### src/rtl/npu_pkg.sv
// Shared NPU definitions: default geometry/width constants, the output-width
// helper and the layer sequencer state type.
package npu_pkg;

  localparam int unsigned IMG_W_DEFAULT           = 28;
  localparam int unsigned KERNEL_SIZE_DEFAULT     = 3;
  localparam int unsigned DATA_WIDTH_DEFAULT      = 8;
  localparam int unsigned BRAM_ADDR_WIDTH_DEFAULT = 10;
  localparam int unsigned KSIZE_WIDTH_DEFAULT     = 7;

  // Number of valid (unpadded) output positions along one edge.
  function automatic int unsigned out_w(input int unsigned img_w, input int unsigned k);
    return img_w - k + 1;
  endfunction

  localparam int unsigned OUT_W_DEFAULT = out_w(IMG_W_DEFAULT, KERNEL_SIZE_DEFAULT);

  typedef enum logic [2:0] {
    ST_IDLE,
    ST_LOAD,
    ST_LOAD_WAIT,
    ST_CONV,
    ST_CONV_WAIT,
    ST_WRITE,
    ST_DONE
  } npu_state_e;

endpackage

### src/rtl/npu_layer_ctrl_if.sv
// Handshake/bus bundle between the layer sequencer (master) and the NPU top,
// kernel loader, convolution engine and output BRAM (slave).
interface npu_layer_ctrl_if
  import npu_pkg::*;
#(
  parameter int unsigned BRAM_ADDR_WIDTH = BRAM_ADDR_WIDTH_DEFAULT,
  parameter int unsigned KSIZE_WIDTH     = KSIZE_WIDTH_DEFAULT,
  parameter int unsigned DATA_WIDTH      = DATA_WIDTH_DEFAULT
);
  logic                       i_start;
  logic [BRAM_ADDR_WIDTH-1:0] i_kernal_start_addr;
  logic [KSIZE_WIDTH-1:0]     i_kernal_element_size;
  logic                       o_load_start;
  logic [BRAM_ADDR_WIDTH-1:0] o_load_addr;
  logic [KSIZE_WIDTH-1:0]     o_load_size;
  logic                       i_load_done;
  logic                       o_conv_start;
  logic [BRAM_ADDR_WIDTH-1:0] o_win_row;
  logic [BRAM_ADDR_WIDTH-1:0] o_win_col;
  logic                       i_conv_done;
  logic [DATA_WIDTH-1:0]      i_conv_result;
  logic                       o_out_wr_en;
  logic [BRAM_ADDR_WIDTH-1:0] o_out_wr_addr;
  logic [DATA_WIDTH-1:0]      o_out_wr_data;
  logic                       o_busy;
  logic                       o_done;

  modport master (
    input  i_start, i_kernal_start_addr, i_kernal_element_size,
           i_load_done, i_conv_done, i_conv_result,
    output o_load_start, o_load_addr, o_load_size, o_conv_start,
           o_win_row, o_win_col, o_out_wr_en, o_out_wr_addr,
           o_out_wr_data, o_busy, o_done
  );

  modport slave (
    output i_start, i_kernal_start_addr, i_kernal_element_size,
           i_load_done, i_conv_done, i_conv_result,
    input  o_load_start, o_load_addr, o_load_size, o_conv_start,
           o_win_row, o_win_col, o_out_wr_en, o_out_wr_addr,
           o_out_wr_data, o_busy, o_done
  );
endinterface

### src/rtl/npu_window_counter.sv
// Raster-order row/col counter over the OUT_W x OUT_W output grid, with
// last-position flag and linear output address row*OUT_W+col.
module npu_window_counter
  import npu_pkg::*;
#(
  parameter int unsigned OUT_W  = OUT_W_DEFAULT,
  parameter int unsigned ADDR_W = BRAM_ADDR_WIDTH_DEFAULT
) (
  input  logic              i_clk,
  input  logic              i_rst,
  input  logic              i_clr,
  input  logic              i_adv,
  output logic [ADDR_W-1:0] o_row,
  output logic [ADDR_W-1:0] o_col,
  output logic [ADDR_W-1:0] o_addr,
  output logic              o_last
);

  localparam logic [ADDR_W-1:0] LAST_IDX = ADDR_W'(OUT_W - 1);

  logic [ADDR_W-1:0] row_q, row_d;
  logic [ADDR_W-1:0] col_q, col_d;

  assign o_row  = row_q;
  assign o_col  = col_q;
  assign o_last = (row_q == LAST_IDX) && (col_q == LAST_IDX);
  assign o_addr = row_q * ADDR_W'(OUT_W) + col_q;

  always_comb begin
    // NOTE: hold-value defaults first so every path assigns row_d/col_d and no latch is inferred.
    row_d = row_q;
    col_d = col_q;
    if (i_clr || (i_adv && o_last)) begin
      row_d = '0;
      col_d = '0;
    end else if (i_adv) begin
      if (col_q == LAST_IDX) begin
        col_d = '0;
        row_d = row_q + ADDR_W'(1);
      end else begin
        col_d = col_q + ADDR_W'(1);
      end
    end
  end

  always_ff @(posedge i_clk or posedge i_rst) begin
    // NOTE: non-blocking assignments for state so all flops update together on the edge.
    if (i_rst) begin
      row_q <= '0;
      col_q <= '0;
    end else begin
      row_q <= row_d;
      col_q <= col_d;
    end
  end

endmodule

### src/rtl/npu_layer_ctrl.sv
// Convolution-layer sequencer: kernel load, then one engine run and one output
// write per output pixel. Optional NPU_LAYER_RELU_EN clamps negative results to 0.
module npu_layer_ctrl
  import npu_pkg::*;
#(
  parameter int unsigned IMG_W           = IMG_W_DEFAULT,
  parameter int unsigned KERNEL_SIZE     = KERNEL_SIZE_DEFAULT,
  parameter int unsigned DATA_WIDTH      = DATA_WIDTH_DEFAULT,
  parameter int unsigned BRAM_ADDR_WIDTH = BRAM_ADDR_WIDTH_DEFAULT,
  parameter int unsigned KSIZE_WIDTH     = KSIZE_WIDTH_DEFAULT
) (
  input logic              i_clk,
  input logic              i_rst,
  npu_layer_ctrl_if.master bus
);

  localparam int unsigned OUT_W = out_w(IMG_W, KERNEL_SIZE);

  npu_state_e                 state_q, state_d;
  logic                       load_start_q, load_start_d;
  logic [BRAM_ADDR_WIDTH-1:0] load_addr_q, load_addr_d;
  logic [KSIZE_WIDTH-1:0]     load_size_q, load_size_d;
  logic                       conv_start_q, conv_start_d;
  logic [BRAM_ADDR_WIDTH-1:0] win_row_q, win_row_d;
  logic [BRAM_ADDR_WIDTH-1:0] win_col_q, win_col_d;
  logic                       wr_en_q, wr_en_d;
  logic [BRAM_ADDR_WIDTH-1:0] wr_addr_q, wr_addr_d;
  logic [DATA_WIDTH-1:0]      wr_data_q, wr_data_d;
  logic                       busy_q, busy_d;
  logic                       done_q, done_d;

  logic                       cnt_clr, cnt_adv, cnt_last;
  logic [BRAM_ADDR_WIDTH-1:0] cnt_row, cnt_col, cnt_addr;
  logic [DATA_WIDTH-1:0]      result_gated;

  assign cnt_clr = (state_q == ST_IDLE) && bus.i_start;
  assign cnt_adv = (state_q == ST_WRITE);

  npu_window_counter #(
    .OUT_W  (OUT_W),
    .ADDR_W (BRAM_ADDR_WIDTH)
  ) u_win_cnt (
    .i_clk  (i_clk),
    .i_rst  (i_rst),
    .i_clr  (cnt_clr),
    .i_adv  (cnt_adv),
    .o_row  (cnt_row),
    .o_col  (cnt_col),
    .o_addr (cnt_addr),
    .o_last (cnt_last)
  );

`ifdef NPU_LAYER_RELU_EN
  assign result_gated = bus.i_conv_result[DATA_WIDTH-1] ? '0 : bus.i_conv_result;
`else
  assign result_gated = bus.i_conv_result;
`endif

  always_comb begin
    state_d      = state_q;
    load_addr_d  = load_addr_q;
    load_size_d  = load_size_q;
    win_row_d    = win_row_q;
    win_col_d    = win_col_q;
    wr_addr_d    = wr_addr_q;
    wr_data_d    = wr_data_q;
    busy_d       = busy_q;
    load_start_d = 1'b0;
    conv_start_d = 1'b0;
    wr_en_d      = 1'b0;
    done_d       = 1'b0;
    unique case (state_q)
      ST_IDLE: begin
        if (bus.i_start) begin
          load_addr_d = bus.i_kernal_start_addr;
          load_size_d = bus.i_kernal_element_size;
          busy_d      = 1'b1;
          state_d     = (bus.i_kernal_element_size == '0) ? ST_CONV : ST_LOAD;
        end
      end
      ST_LOAD: begin
        load_start_d = 1'b1;
        state_d      = ST_LOAD_WAIT;
      end
      ST_LOAD_WAIT: begin
        if (bus.i_load_done) state_d = ST_CONV;
      end
      ST_CONV: begin
        conv_start_d = 1'b1;
        win_row_d    = cnt_row;
        win_col_d    = cnt_col;
        state_d      = ST_CONV_WAIT;
      end
      ST_CONV_WAIT: begin
        // The write strobe is set on capture so it follows i_conv_done by one cycle.
        if (bus.i_conv_done) begin
          wr_en_d   = 1'b1;
          wr_addr_d = cnt_addr;
          wr_data_d = result_gated;
          state_d   = ST_WRITE;
        end
      end
      ST_WRITE: begin
        if (cnt_last) begin
          done_d  = 1'b1;
          busy_d  = 1'b0;
          state_d = ST_DONE;
        end else begin
          state_d = ST_CONV;
        end
      end
      ST_DONE: state_d = ST_IDLE;
      default: state_d = ST_IDLE;
    endcase
  end

  always_ff @(posedge i_clk or posedge i_rst) begin
    if (i_rst) begin
      state_q      <= ST_IDLE;
      load_start_q <= 1'b0;
      load_addr_q  <= '0;
      load_size_q  <= '0;
      conv_start_q <= 1'b0;
      win_row_q    <= '0;
      win_col_q    <= '0;
      wr_en_q      <= 1'b0;
      wr_addr_q    <= '0;
      wr_data_q    <= '0;
      busy_q       <= 1'b0;
      done_q       <= 1'b0;
    end else begin
      state_q      <= state_d;
      load_start_q <= load_start_d;
      load_addr_q  <= load_addr_d;
      load_size_q  <= load_size_d;
      conv_start_q <= conv_start_d;
      win_row_q    <= win_row_d;
      win_col_q    <= win_col_d;
      wr_en_q      <= wr_en_d;
      wr_addr_q    <= wr_addr_d;
      wr_data_q    <= wr_data_d;
      busy_q       <= busy_d;
      done_q       <= done_d;
    end
  end

  assign bus.o_load_start  = load_start_q;
  assign bus.o_load_addr   = load_addr_q;
  assign bus.o_load_size   = load_size_q;
  assign bus.o_conv_start  = conv_start_q;
  assign bus.o_win_row     = win_row_q;
  assign bus.o_win_col     = win_col_q;
  assign bus.o_out_wr_en   = wr_en_q;
  assign bus.o_out_wr_addr = wr_addr_q;
  assign bus.o_out_wr_data = wr_data_q;
  assign bus.o_busy        = busy_q;
  assign bus.o_done        = done_q;

endmodule

### src/flat_wrapper.sv
// flat-port wrapper written by rule: the top's interface ports become plain ports
module npu_layer_ctrl_flat import npu_pkg::*;
#(
  parameter int unsigned IMG_W           = IMG_W_DEFAULT,
  parameter int unsigned KERNEL_SIZE     = KERNEL_SIZE_DEFAULT,
  parameter int unsigned DATA_WIDTH      = DATA_WIDTH_DEFAULT,
  parameter int unsigned BRAM_ADDR_WIDTH = BRAM_ADDR_WIDTH_DEFAULT,
  parameter int unsigned KSIZE_WIDTH     = KSIZE_WIDTH_DEFAULT
)
  (i_clk, i_rst, bus_i_start, bus_i_kernal_start_addr, bus_i_kernal_element_size, bus_i_load_done, bus_i_conv_done, bus_i_conv_result, bus_o_load_start, bus_o_load_addr, bus_o_load_size, bus_o_conv_start, bus_o_win_row, bus_o_win_col, bus_o_out_wr_en, bus_o_out_wr_addr, bus_o_out_wr_data, bus_o_busy, bus_o_done);
  npu_layer_ctrl_if #(.BRAM_ADDR_WIDTH(BRAM_ADDR_WIDTH), .KSIZE_WIDTH(KSIZE_WIDTH), .DATA_WIDTH(DATA_WIDTH)) bus_i ();
  input logic i_clk;
  input logic i_rst;
  input wire logic [$bits(bus_i.i_start)-1:0] bus_i_start;
  input wire logic [$bits(bus_i.i_kernal_start_addr)-1:0] bus_i_kernal_start_addr;
  input wire logic [$bits(bus_i.i_kernal_element_size)-1:0] bus_i_kernal_element_size;
  input wire logic [$bits(bus_i.i_load_done)-1:0] bus_i_load_done;
  input wire logic [$bits(bus_i.i_conv_done)-1:0] bus_i_conv_done;
  input wire logic [$bits(bus_i.i_conv_result)-1:0] bus_i_conv_result;
  output wire logic [$bits(bus_i.o_load_start)-1:0] bus_o_load_start;
  output wire logic [$bits(bus_i.o_load_addr)-1:0] bus_o_load_addr;
  output wire logic [$bits(bus_i.o_load_size)-1:0] bus_o_load_size;
  output wire logic [$bits(bus_i.o_conv_start)-1:0] bus_o_conv_start;
  output wire logic [$bits(bus_i.o_win_row)-1:0] bus_o_win_row;
  output wire logic [$bits(bus_i.o_win_col)-1:0] bus_o_win_col;
  output wire logic [$bits(bus_i.o_out_wr_en)-1:0] bus_o_out_wr_en;
  output wire logic [$bits(bus_i.o_out_wr_addr)-1:0] bus_o_out_wr_addr;
  output wire logic [$bits(bus_i.o_out_wr_data)-1:0] bus_o_out_wr_data;
  output wire logic [$bits(bus_i.o_busy)-1:0] bus_o_busy;
  output wire logic [$bits(bus_i.o_done)-1:0] bus_o_done;
  assign bus_i.i_start = bus_i_start;
  assign bus_i.i_kernal_start_addr = bus_i_kernal_start_addr;
  assign bus_i.i_kernal_element_size = bus_i_kernal_element_size;
  assign bus_i.i_load_done = bus_i_load_done;
  assign bus_i.i_conv_done = bus_i_conv_done;
  assign bus_i.i_conv_result = bus_i_conv_result;
  assign bus_o_load_start = bus_i.o_load_start;
  assign bus_o_load_addr = bus_i.o_load_addr;
  assign bus_o_load_size = bus_i.o_load_size;
  assign bus_o_conv_start = bus_i.o_conv_start;
  assign bus_o_win_row = bus_i.o_win_row;
  assign bus_o_win_col = bus_i.o_win_col;
  assign bus_o_out_wr_en = bus_i.o_out_wr_en;
  assign bus_o_out_wr_addr = bus_i.o_out_wr_addr;
  assign bus_o_out_wr_data = bus_i.o_out_wr_data;
  assign bus_o_busy = bus_i.o_busy;
  assign bus_o_done = bus_i.o_done;
  npu_layer_ctrl #(.IMG_W(IMG_W), .KERNEL_SIZE(KERNEL_SIZE), .DATA_WIDTH(DATA_WIDTH), .BRAM_ADDR_WIDTH(BRAM_ADDR_WIDTH), .KSIZE_WIDTH(KSIZE_WIDTH)) u_core (.i_clk(i_clk), .i_rst(i_rst), .bus(bus_i));
endmodule
### config.mk
export PLATFORM = sky130hd
export DESIGN_NAME = npu_layer_ctrl_flat
export DESIGN_NICKNAME = d
export VERILOG_FILES = /design/src/rtl/npu_pkg.sv /design/src/rtl/npu_layer_ctrl_if.sv /design/src/rtl/npu_window_counter.sv /design/src/rtl/npu_layer_ctrl.sv /design/src/flat_wrapper.sv
export SDC_FILE = /design/constraint.sdc
export NUM_CORES = 1
export LEC_CHECK = 0
export BUFFER_PORTS_ARGS = -buffer_cell sky130_fd_sc_hd__buf_4
export CORE_MARGIN = 4
export CORE_UTILIZATION = 55
export DETAILED_ROUTE_END_ITERATION = 8
export HOLD_SLACK_MARGIN = 0.02
export PLACE_DENSITY = 0.76
export SYNTH_ARGS = -nofsm -noshare
export SYNTH_HDL_FRONTEND = slang
export SYNTH_SLANG_ARGS = --single-unit
### constraint.sdc
create_clock -name i_clk -period 3.9 [get_ports i_clk]
set_input_delay 0.78 -clock i_clk [delete_from_list [all_inputs] [get_ports i_clk]]
set_output_delay 0.78 -clock i_clk [all_outputs]
set_load 0.05 [all_outputs]
* Yosys cells after proc, flatten, opt, wreduce, memory -nomap -nowiden *
Cells that the tools add are included.

word-level totals
  word-level logic and storage cells = 64
  latch bits = 0
  input port bits = 30
  bits in writable memories = 0
  ROM bits = 0
  output and inout bits = 60
  flip-flop bits (word level) = 83
  memories kept = 0

operators by class
  equality and inequality tests = 11
  reductions and logical operators = 14
  $lt $le $gt $ge = 0
  divide/modulo/power cells = 0
  multiply operators = 1
  add/subtract/negate cells = 3
  bitwise gates (word level) = 0
  shift-type cells = 0
  multiplexer cells = 21

operator list
  cell                                                                     number
  10-bit 2-to-1 mux                                                        6
  10-bit by 1-bit adder with 10-bit output, second input constant          2
  10-bit by 5-bit equality test with 1-bit output, second input constant   2
  3-bit one-hot mux with 6 select lines                                    1
  3-bit 2-to-1 mux                                                         4
  10-bit adder                                                             1
  10-bit by 4-bit multiplier with 9-bit output, second input constant      1
  1-bit 2-to-1 mux                                                         8
  7-bit zero test                                                          1
  3-bit by 2-bit equality test with 1-bit output, second input constant    2
  3-bit equality test, second input constant                               2
  2-bit inequality test, second input constant                             3
  2-bit AND reduction                                                      3
  3-bit AND reduction                                                      2
  2-bit nonzero test                                                       3
  3-bit by 1-bit equality test with 1-bit output, second input constant    1
  1-bit logical AND                                                        3
  3-bit zero test                                                          1
  2-bit 2-to-1 mux                                                         1
  2-bit by 1-bit inequality test with 1-bit output, second input constant  1
  1-bit one-hot mux with 2 select lines                                    1
  1-bit logical OR                                                         1

* Longest topological paths before layout *
  word-level depth = 6
  gate-level depth with buffers = 15
  gate-level depth less buffers = 15

* By module *
A second synthesis with hierarchy kept.

unflattened totals
  cell total of the unflattened synthesis = 356
  area, all modules = 4322.9 µm²

by module, submodules not included
  module              area an instance (µm²)  instances  cells an instance  seq. area each (µm²)
  npu_layer_ctrl      2466.1                  1          150                1576.5
  npu_window_counter  1856.8                  1          206                500.5

* Worst setup path before layout *
OpenSTA, ideal clock, no wires.

  kind = register to register
  start = register u_core.u_win_cnt.row_q[0], in the netlist u_core.u_win_cnt.o_row[0]
  end = register u_core.wr_addr_q[9], in the netlist u_core.bus.o_out_wr_addr[9]
  buffers on the path = 0
  data required time = 3765 ps
  stages on the path, launching flop included = 15
  clock period less this slack = 3024 ps
  arrival time = 2889 ps
  path slack = 876 ps
  path through = dfrtp_1 ha_1 inv_1 fa_1 inv_1 fa_1 a21o_1 a21oi_1 xnor2_1 ha_1 o21ai_0 nand2b_1 o41ai_1 xnor2_1 o21ai_0

on the way
  longest elaborated chain between the ends = 2

ends and longest elaborated chain
  item                                          RTL line                  RTL
  from (decl)                                   npu_window_counter.sv:21  logic [ADDR_W-1:0] row_q, row_d;
  from (signal assigned)                        npu_window_counter.sv:52  row_q <= row_d;
  10-bit by 4-bit multiplier with 9-bit output  npu_window_counter.sv:27  assign o_addr = row_q * ADDR_W'(OUT_W) + col_q;
  10-bit adder                                  npu_window_counter.sv:27
  to (signal assigned)                          npu_layer_ctrl.sv:140     wr_addr_q <= wr_addr_d;
  to (decl)                                     npu_layer_ctrl.sv:27      logic [BRAM_ADDR_WIDTH-1:0] wr_addr_q, wr_addr_d;

No other way between the ends.
A chain may end at the register's enable or synchronous reset.

* Worst setup path in the final report *
Same ends and word-level chain as after synthesis.

==> run_results.csv <==
group,metric,value,unit
sta,finClkSkew,11.2,ps
clock_tree,clock_path_buffers,2,
logic_synthesis,yosysWarnings,0,
sta,slew_headroom,0.591,
logic_synthesis,synth_ff_type,"dfrtp_1",
setup_path,slowest_delay,530,ps
global_routing,antenna_found_initial,0,
sta,fmax,0.297,GHz
sta,hold_viol,0,
global_routing,grt_pass1_wl,15.4,mm
pwr,intPower,2.08,mW
die,start_util,0.574,
clock_tree,clk_pin_slew,100,ps
pwr,p_sw,1.98,mW
hold_path,worstHoldPathType,"in2async",
die,die_x,95.7,um
clock_tree,htree_levels,3,
logic_synthesis,async_reset_ff_frac,1.00,
final_layout,layout.cells.non_filler,592,
logic_synthesis,syn-num-nets,460,
placed_design,numPortBuffers,89,
pwr,p_sw_frac,0.487,
setup_path,crit_fanout,10,
final_layout,layout_common_cells,"buf_4 (94), dfrtp_1 (83), nand2_1 (61)",
detailed_routing,vias_per_cell,5.36,
sta,slew_viol_final,0,
detailed_routing,post_drt_wl_per_cell,15.7,um
logic_synthesis,syn_inst,397,
detailed_routing,drt-total-wl,9.30,mm
pwr,power_frac_seq,0.335,
die,ioPinCount,90,
pwr,power_frac_clock,0.144,
global_routing,grtUsageTotal,0.219,
clock_tree,worstSkewPairLatency,360,ps
logic_synthesis,synth_edf_count,0,
placed_design,placed_cells,576,
setup_path,startpoint_type,"flip-flop",
pwr,vdd_ir_drop_max,0.349,mV
final_layout,n_fill_cell,567,
global_routing,globalRouteOverflowTotal,0,
setup_path,worstSetupPathType,"reg2reg",
final_layout,layout-drive-gt1-share,0.298,
setup_path,worstPathArrival,3600,ps
clock_tree,cts-root-buf,"clkbuf_8",
placed_design,hpwlAfterDp,7.03,mm
setup_path,cp-end-kind,"flip-flop",
final_layout,nets,551,
clock_tree,post-cts-setup-buffers,0,
detailed_routing,dr.pass1.iters,4,
clock_tree,cts_buffers,9,
final_layout,mostFrequentLayoutCell,"buf_4",
die,fp-row-count,31,
die,core,7370,um^2
clock_tree,cts_tree,"yes",
flow_run,drv_cap,0,
final_layout,final_util,0.704,
detailed_routing,drc,0,
sta,rsz0062_at_grt,"no",
logic_synthesis,yosysSeqAreaShare,0.491,
detailed_routing,antenna_left,0,
clock_tree,ctsHoldBuffers,0,
outcome,status,"finished, final reports clean",
sta,setup_violations,0,
pwr,p_comb_frac,0.521,
logic_synthesis,syn_area,4230,um^2
sta,finalCritPeriodShare,0.864,
setup_path,path_cells,"ha_1 > inv_1 > fa_1 > inv_1 > fa_1 > a21o_1 > a21oi_1 > xnor2_1 > ha_1 > o21ai_0 > nand2b_1 > o41ai_1 > xnor2_1 > o21ai_0",
logic_synthesis,ys_types,45,
clock_tree,cts_resized,0,
sta,worst_slew_pin_slew,613,ps
pwr,power.leakage,2.66,nW
sta,layout_min_cycle_time,3370,ps
global_routing,grt_pass1_vias,3205,
logic_synthesis,syn_area_per_cell,10.7,um^2
global_routing,grt_max_degree,32,
detailed_routing,vias,3174,
logic_synthesis,synth-seq-cells,83,
sta,fin_setup_tns,0,ps
placed_design,place.gp.congestion,0.890,
detailed_routing,drtIter0Drc,166,
clock_tree,cts.sinks,83,
setup_path,crit_required,4140,ps
final_layout,syn_to_final_growth,22.6,%
setup_path,crit_slowest_cell,"dfrtp_1",
die,die-area,9160,um^2
final_layout,antennaDiodeCount,0,
pwr,power.density,784,nW/um^2
die,die_h,95.7,um
==> state kept, by name, indices dropped and copies added, names as in the netlist, 7 cells and up <==
signal and flops:
u_core.u_win_cnt.o_col 10, u_core.bus.o_load_size 7, u_core.bus.o_win_col 10, u_core.bus.o_load_addr 10
u_core.bus.o_win_row 10, u_core.bus.o_out_wr_addr 10, u_core.u_win_cnt.o_row 10, u_core.bus.o_out_wr_data 8
==> worst paths after layout <==
check	startpoint	slack, ps	to	cells after the start
setup / recovery	u_core.u_win_cnt.o_row[0]	530	u_core.bus.o_out_wr_addr[9]	14
hold / removal	i_rst	380	u_core.bus.o_load_addr[7]	2
setup reg to reg	u_core.u_win_cnt.o_row[0]	530	u_core.bus.o_out_wr_addr[9]	14
hold reg to reg	u_core.bus.o_out_wr_data[4]	480	u_core.bus.o_out_wr_data[4]	2
max in group asynchronous	i_rst	2780	u_core.u_win_cnt.o_row[5]	3
min in group i_clk	u_core.bus.o_out_wr_data[4]	480	u_core.bus.o_out_wr_data[4]	2
==> cell families (layout without fill, tap and decap cells) <==
| family | Yosys count | count (layout) | share of synthesized area |
|---|---|---|---|
| AO/OA/AOI/OAI | 61 | 61 | 0.0852 |
| XOR/XNOR | 23 | 23 | 0.0476 |
| flip-flops | 83 | 83 | 0.491 |
| adder cells (fa/ha/maj) | 33 | 33 | 0.108 |
| multiplexers | 30 | 30 | 0.0789 |
| AND/OR/NAND/NOR | 126 | 126 | 0.150 |
| buffers and inverters | 41 | 137 | 0.0396 |
==> Yosys cell counts, types with 3 or more instances <==
cell | n | share of area
dfrtp_1 | 83 | 0.49
nand2_1 | 61 | 0.054
ha_1 | 27 | 0.080
mux2_2 | 27 | 0.072
inv_1 | 26 | 0.023
o21ai_0 | 26 | 0.031
nor2_1 | 19 | 0.017
a21oi_1 | 16 | 0.019
xnor2_1 | 14 | 0.029
xor2_1 | 9 | 0.019
clkbuf_1 | 7 | 0.0062
nand4_1 | 7 | 0.010
fa_1 | 6 | 0.028
or3_1 | 6 | 0.0089
buf_2 | 5 | 0.0059
nand3_1 | 5 | 0.0059
a21o_1 | 4 | 0.0071
and3_1 | 4 | 0.0059
nor3_1 | 4 | 0.0047
nor3b_1 | 4 | 0.0071
a31oi_1 | 3 | 0.0044
mux2i_1 | 3 | 0.0071
nand2b_1 | 3 | 0.0044
o21bai_1 | 3 | 0.0053
==> metal layers <==
metal | share of wire | global-route usage
met4 | 0.016 | 0.0972
met3 | 0.044 | 0.0407
met5 | 0 | 0
met1 | 0.46 | 0.298
met2 | 0.48 | 0.343
==> critical path: cells and delay by family (launching register included) <==
| kind | cells | cell delay (ps) |
|---|---|---|
| AO/OA/AOI/OAI | 5 | 640 |
| XOR/XNOR | 2 | 330 |
| adder cells (fa/ha/maj) | 4 | 1510 |
| buffers and inverters | 2 | 160 |
| flip-flops | 1 | 530 |
| AND/OR/NAND/NOR | 1 | 80 |
==> area by class of cell <==
class | count | area [um^2] | share of cell area
clock inverters | 7 | 58.8 | 0.0113
repair buffers | 94 | 706 | 0.136
flip-flops and latches | 83 | 2080 | 0.400
multi-input cells | 273 | 2000 | 0.385
clock buffers | 9 | 124 | 0.0239
well taps | 99 | 124 | 0.0239
inverters | 27 | 103 | 0.0198
==> metrics by stage <==
stage	worst slack, ps	hold WS [ps]	instance area (um^2)	power [mW]
CTS	516	378	5190	4.10
finish	532	378	5190	4.07
global placement	704	459	5000	3.45
floorplan	876	467	4230	2.87
global route	245	394	5190	4.33
detailed placement	543	464	5000	3.51
==> power groups by stage <==
| stage | sequential, mW | combinational, mW | clock [mW] |
|---|---|---|---|
| 6_report | 1.36 | 2.12 | 0.585 |
| 5_1_grt | 1.40 | 2.29 | 0.641 |
| 4_1_cts | 1.36 | 2.14 | 0.601 |
| 3_5_place_dp | 1.38 | 2.13 | 0 |
| 3_3_place_gp | 1.36 | 2.09 | 0 |
| 2_1_floorplan | 2.13 | 0.742 | 0 |
(Power assumes the default switching activity.)
